===== src/rtl/donkey_move_ctl.sv =====
// Donkey movement controller: turns key levels into the sprite's top-left
// position, with timer-paced walking and a fixed-height jump/fall profile.
module donkey_move_ctl #(
  parameter int MOVE_STEP_CYCLES = 250_000,
  parameter int JUMP_STEP_CYCLES = 1_400_000,
  parameter int JUMP_HEIGHT      = 61,
  parameter int CHAR_WIDTH       = 48,
  parameter int SCREEN_WIDTH     = 1024,
  parameter int INITIAL_XPOS     = 128,
  parameter int INITIAL_YPOS     = 672
) (
  input  logic        clk,
  input  logic        rst,
  input  logic        left,
  input  logic        right,
  input  logic        jump,
  output logic [11:0] xpos,
  output logic [11:0] ypos,
  output logic        jumping,
  output logic        facing_left
);

  localparam int MW = (MOVE_STEP_CYCLES > 1) ? $clog2(MOVE_STEP_CYCLES) : 1;
  localparam int JW = (JUMP_STEP_CYCLES > 1) ? $clog2(JUMP_STEP_CYCLES) : 1;
  localparam int HW = $clog2(JUMP_HEIGHT + 1);

  localparam logic [MW-1:0] MOVE_LAST = MW'(MOVE_STEP_CYCLES - 1);
  localparam logic [JW-1:0] JUMP_LAST = JW'(JUMP_STEP_CYCLES - 1);
  localparam logic [HW-1:0] H_TOP     = HW'(JUMP_HEIGHT);
  localparam logic [11:0]   X_MAX     = 12'(SCREEN_WIDTH - CHAR_WIDTH);
  localparam logic [11:0]   X_INIT    = 12'(INITIAL_XPOS);
  localparam logic [11:0]   Y_GROUND  = 12'(INITIAL_YPOS);

  typedef enum logic [1:0] {
    S_GROUND  = 2'd0,
    S_JUMP_UP = 2'd1,
    S_FALL    = 2'd2
  } state_t;

  state_t          r_state;
  state_t          w_state_nxt;
  logic [MW-1:0]   r_move_cnt;
  logic [JW-1:0]   r_jump_cnt;
  logic [JW-1:0]   w_jump_cnt_nxt;
  logic [HW-1:0]   r_height_cnt;
  logic [HW-1:0]   w_height_nxt;
  logic [HW-1:0]   w_height_inc;
  logic [11:0]     r_xpos;
  logic [11:0]     r_ypos;
  logic [11:0]     w_ypos_nxt;
  logic            r_jumping;
  logic            r_facing_left;
  logic            r_jump_prev;
  logic            w_move_req;
  logic            w_jump_rise;
  logic            w_jump_wrap;

  assign w_move_req   = left ^ right;
  assign w_jump_rise  = jump & ~r_jump_prev;
  assign w_jump_wrap  = (r_jump_cnt == JUMP_LAST);
  assign w_height_inc = r_height_cnt + HW'(1);

  // Horizontal walking: a tick every MOVE_STEP_CYCLES held cycles; clamped ticks still set facing.
  always_ff @(posedge clk) begin
    if (rst) begin
      r_move_cnt    <= '0;
      r_xpos        <= X_INIT;
      r_facing_left <= 1'b0;
    end else if (!w_move_req) begin
      r_move_cnt <= '0;
    end else if (r_move_cnt == MOVE_LAST) begin
      r_move_cnt    <= '0;
      r_facing_left <= left;
      if (left) begin
        if (r_xpos != 12'd0) r_xpos <= r_xpos - 12'd1;
      end else begin
        if (r_xpos < X_MAX) r_xpos <= r_xpos + 12'd1;
      end
    end else begin
      r_move_cnt <= r_move_cnt + MW'(1);
    end
  end

  // Jump state machine next-state and vertical position.
  always_comb begin
    w_state_nxt    = r_state;
    w_jump_cnt_nxt = r_jump_cnt;
    w_height_nxt   = r_height_cnt;
    w_ypos_nxt     = r_ypos;
    case (r_state)
      S_GROUND: begin
        w_ypos_nxt = Y_GROUND;
        if (w_jump_rise) begin
          w_state_nxt    = S_JUMP_UP;
          w_jump_cnt_nxt = '0;
          w_height_nxt   = '0;
        end
      end
      S_JUMP_UP: begin
        if (w_jump_wrap) begin
          w_jump_cnt_nxt = '0;
          w_ypos_nxt     = r_ypos - 12'd1;
          w_height_nxt   = w_height_inc;
          if (w_height_inc == H_TOP) w_state_nxt = S_FALL;
        end else begin
          w_jump_cnt_nxt = r_jump_cnt + JW'(1);
        end
      end
      S_FALL: begin
        if (w_jump_wrap) begin
          w_jump_cnt_nxt = '0;
          w_ypos_nxt     = r_ypos + 12'd1;
          if (r_ypos + 12'd1 == Y_GROUND) w_state_nxt = S_GROUND;
        end else begin
          w_jump_cnt_nxt = r_jump_cnt + JW'(1);
        end
      end
      default: begin
        w_state_nxt    = S_GROUND;
        w_jump_cnt_nxt = '0;
        w_height_nxt   = '0;
        w_ypos_nxt     = Y_GROUND;
      end
    endcase
  end

  // Jump state register; jumping is registered alongside the state it reflects.
  always_ff @(posedge clk) begin
    if (rst) begin
      r_state      <= S_GROUND;
      r_jump_cnt   <= '0;
      r_height_cnt <= '0;
      r_ypos       <= Y_GROUND;
      r_jumping    <= 1'b0;
      r_jump_prev  <= 1'b0;
    end else begin
      r_state      <= w_state_nxt;
      r_jump_cnt   <= w_jump_cnt_nxt;
      r_height_cnt <= w_height_nxt;
      r_ypos       <= w_ypos_nxt;
      r_jumping    <= (w_state_nxt != S_GROUND);
      r_jump_prev  <= jump;
    end
  end

  assign xpos        = r_xpos;
  assign ypos        = r_ypos;
  assign jumping     = r_jumping;
  assign facing_left = r_facing_left;

endmodule


===== config.mk =====
export PLATFORM = sky130hd
export DESIGN_NAME = donkey_move_ctl
export DESIGN_NICKNAME = d
export VERILOG_FILES = /design/src/rtl/donkey_move_ctl.sv
export SDC_FILE = /design/constraint.sdc
export NUM_CORES = 1
export LEC_CHECK = 0
export CORE_ASPECT_RATIO = 1.1
export CORE_UTILIZATION = 60
export CTS_CLUSTER_SIZE = 25
export DETAILED_ROUTE_END_ITERATION = 10
export HOLD_SLACK_MARGIN = 0.12
export PLACE_DENSITY = 0.81
export SETUP_SLACK_MARGIN = 0.5
export SKIP_LAST_GASP = 1
export SLEW_MARGIN = 20
export SYNTH_ARGS = -nofsm -noshare
export SYNTH_HDL_FRONTEND = slang
export SYNTH_SLANG_ARGS = --single-unit

===== constraint.sdc =====
create_clock -name clk -period 3.14 [get_ports clk]
set_input_delay 0.314 -clock clk [delete_from_list [all_inputs] [get_ports clk]]
set_output_delay 0.314 -clock clk [all_outputs]
set_load 0.1 [all_outputs]

==> impl_metrics.toml <==
[status]
status = "finished clean"

[die]
die_h_um = 93.9
num_rows = 33
start_util = 0.620
pin_count = 31
die_area_sq_um = 8030
dieWidth_um = 85.5
core_sq_um = 7430

[final_layout]
utilization = 0.695
nets = 630
antenna_cells = 0
final_cell_mix = "nor2_1, dfxtp_1, nand2_1"
fillers = 622
multi_input_area_sq_um = 2940
ff_latch_area_sq_um = 1500
final_cell_count_no_fill = 696
layout_commonest_cell = "nor2_1"
drive_above_1_share = 0.0903
syn_to_final_growth_pct = 12.1

[synthesis]
syn_inst = 584
yosys.area.top_type = "dfxtp_1"
synthTopCellsByArea = "dfxtp_1, ha_1, nor2_1"
netlist_area_sq_um = 4610
synth-seq-cells = 74
synth_xor_area_frac = 0.0742
ys_types = 65
syn-num-nets = 610
synth_top_family_by_area = "simple AND/OR/NAND/NOR gates"
synth_compound_area_frac = 0.188
synth_edf_count = 0
synth.top_cell.area_share = 0.322
synth-simple-area-share = 0.306
async_flop_share = 0
synth.mux.area_fraction = 0.00951
yosys.area_share.adder = 0.0587
synth_warnings = 0
avgSynthCellArea_sq_um = 7.89
synth_seq_area_share = 0.322
ys.flop_type = "dfxtp_1"

[grt]
grt_usage = 0.280
grt_pass1_wl_um = 18300
antenna_found_initial = 0
grt_pass1_vias = 4161
grt_max_degree = 31
overflow = 0

[timing]
relSlewSlack = 0.350
hold_slack_ns = 0.426
skew_ns = 0.0161
setup_viol = 0
min_period_over_period = 0.800
layout_setup_ws_ns = 0.628
layout_min_cycle_time_ns = 2.51
rsz0062_at_grt = "no"
tightest_slew_ns = 0.972
slew_violations = 0
final-hold-violation-count = 0
tns_ns = 0
max_freq_mhz = 398

[setup_path]
arrival_ns = 2.74
reg2reg_from = "r_jump_cnt[0]$_SDFFE_PP0P_"
start_kind = "flop"
crit_slowest_cell = "or4_4"
cp-end-kind = "flop"
path_class = "flop to flop"
cp_data_required_time_ns = 3.37
worstPathCellList = "ha_1 -> and4_1 -> nand4_2 -> or2_1 -> or4_4 -> a2111oi_4 -> o211ai_1"
cp_slowest_stage_delay_ns = 0.58
critPathMaxFanout = 9
cp-startpoint = "r_jump_cnt[0]$_SDFFE_PP0P_"

[placement]
hpwl_um = 7510
place_congestion = 0.885
place_inst = 678
port_buffers = 30
dp_slack_ns = 0.235

[drt]
ant_nets = 0
wl_per_cell_um = 15.5
drt_iter0_drc = 346
drt-pass1-iter-count = 5
drt-total-wl_um = 10800
vias_per_cell = 6.32
drc_errors = 0
vias = 4399

[cts]
cts_hold_buf = 0
root_buffer = "clkbuf_8"
cts_tree = "yes"
insertion_delay_ns = 0.36
cts_made_buffers = 9
numClockSinks = 74
h-tree-depth = 3
clkSlewWorstSetupHoldPaths_ns = 0.08
clk_path_buf_depth = 2

[power_and_ir_drop]
power.leakage_nw = 1.75
p_per_area_nw_per_um2 = 372
ir_drop_v = 0.000288

[min_path]
hp-class = "input port to flop"
holdCritStartpoint = "left"

[flow_run]
maxCapViolCount = 0
power breakdown:
part / switching [mW] / internal (mW) / total [mW]
sequential: 0.0214 / 0.950 / 0.971
combinational: 0.177 / 0.0832 / 0.261
clock: 0.396 / 0.293 / 0.689
path summary, 6_finish.rpt:
kind	end	slack (ns)	cells after the start
worst min register to register	r_move_cnt[0]$_SDFF_PP0_	0.47	1
worst max-delay path	jumping$_SDFF_PP0_	0.63	7
worst min-delay path	facing_left$_SDFFE_PP0P_	0.43	3
worst max register to register	jumping$_SDFF_PP0_	0.63	7
timing repair:
action / 4_1_cts / 5_1_grt
setup buffers: 0 / 2
endpoints found under the setup margin: 0 / 5
resized for setup: 0 / 2
worst max-delay path, delay by kind of cell, from the launching register on:
kind	cells	cell delay, ns
AOI/OAI and AO/OA	2	0.52
adders and majority gates	1	0.21
DFF	1	0.39
and+or+nand+nor	4	1.26
synth_stat cells (4+ instances only):
cell / count
o211ai_1: 5
and4_1: 5
nor4_1: 11
a22oi_1: 4
a221o_1: 8
nand4_1: 19
o2111ai_1: 4
clkbuf_1: 25
nor3_1: 13
o31ai_1: 4
nor4b_1: 7
nor2_1: 64
nand3_1: 33
o31a_1: 4
nor2b_1: 9
inv_1: 17
ha_1: 20
nand2_1: 56
and3_1: 9
o21ai_0: 25
or2_2: 6
a21oi_1: 44
or3_1: 7
xnor2_1: 15
dfxtp_1: 74
xor2_1: 24
or4_1: 4
nand2b_1: 5
a31oi_1: 5
sequential cells by signal (all words and copies together), names as in the netlist:
register	count
facing_left	1
jumping	1
r_height_cnt	6
r_jump_cnt	21
r_jump_prev	1
r_move_cnt	18
r_state	2
xpos	12
ypos	12
cells by family after synthesis:
logic type | after synthesis
XOR/XNOR | 39
AO/OA/AOI/OAI | 131
adder cells (fa/ha/maj) | 21
buffers and inverters | 48
flip-flops | 74
AND/OR/NAND/NOR | 268
multiplexers | 3
stage by stage:
step	power [mW]	instance area, sq um
floorplan	1.18	4630
global route	1.99	5160
detailed placement	1.25	4970
CTS	1.93	5140
global placement	1.24	4970
finish	1.92	5160
layer usage:
| layer | part of all wire | track usage | vias up |
|---|---|---|---|
| met3 | 0.050 | 0.0404 | 24 |
| met4 | 0.023 | 0.140 | 0 |
| met5 | 0 | 0 | - |
| li1 | - | - | 2175 |
| met2 | 0.49 | 0.486 | 138 |
| met1 | 0.44 | 0.337 | 2062 |
final cells by class:
cell class | instances | share of cell area
clock buffers | 9 | 0.0240
clock inverters | 7 | 0.00993
inverters | 18 | 0.0131
multi-input cells | 462 | 0.569
flip-flops and latches | 74 | 0.291
well taps | 87 | 0.0211
repair buffers | 39 | 0.0722
(Power assumes the default switching activity.)
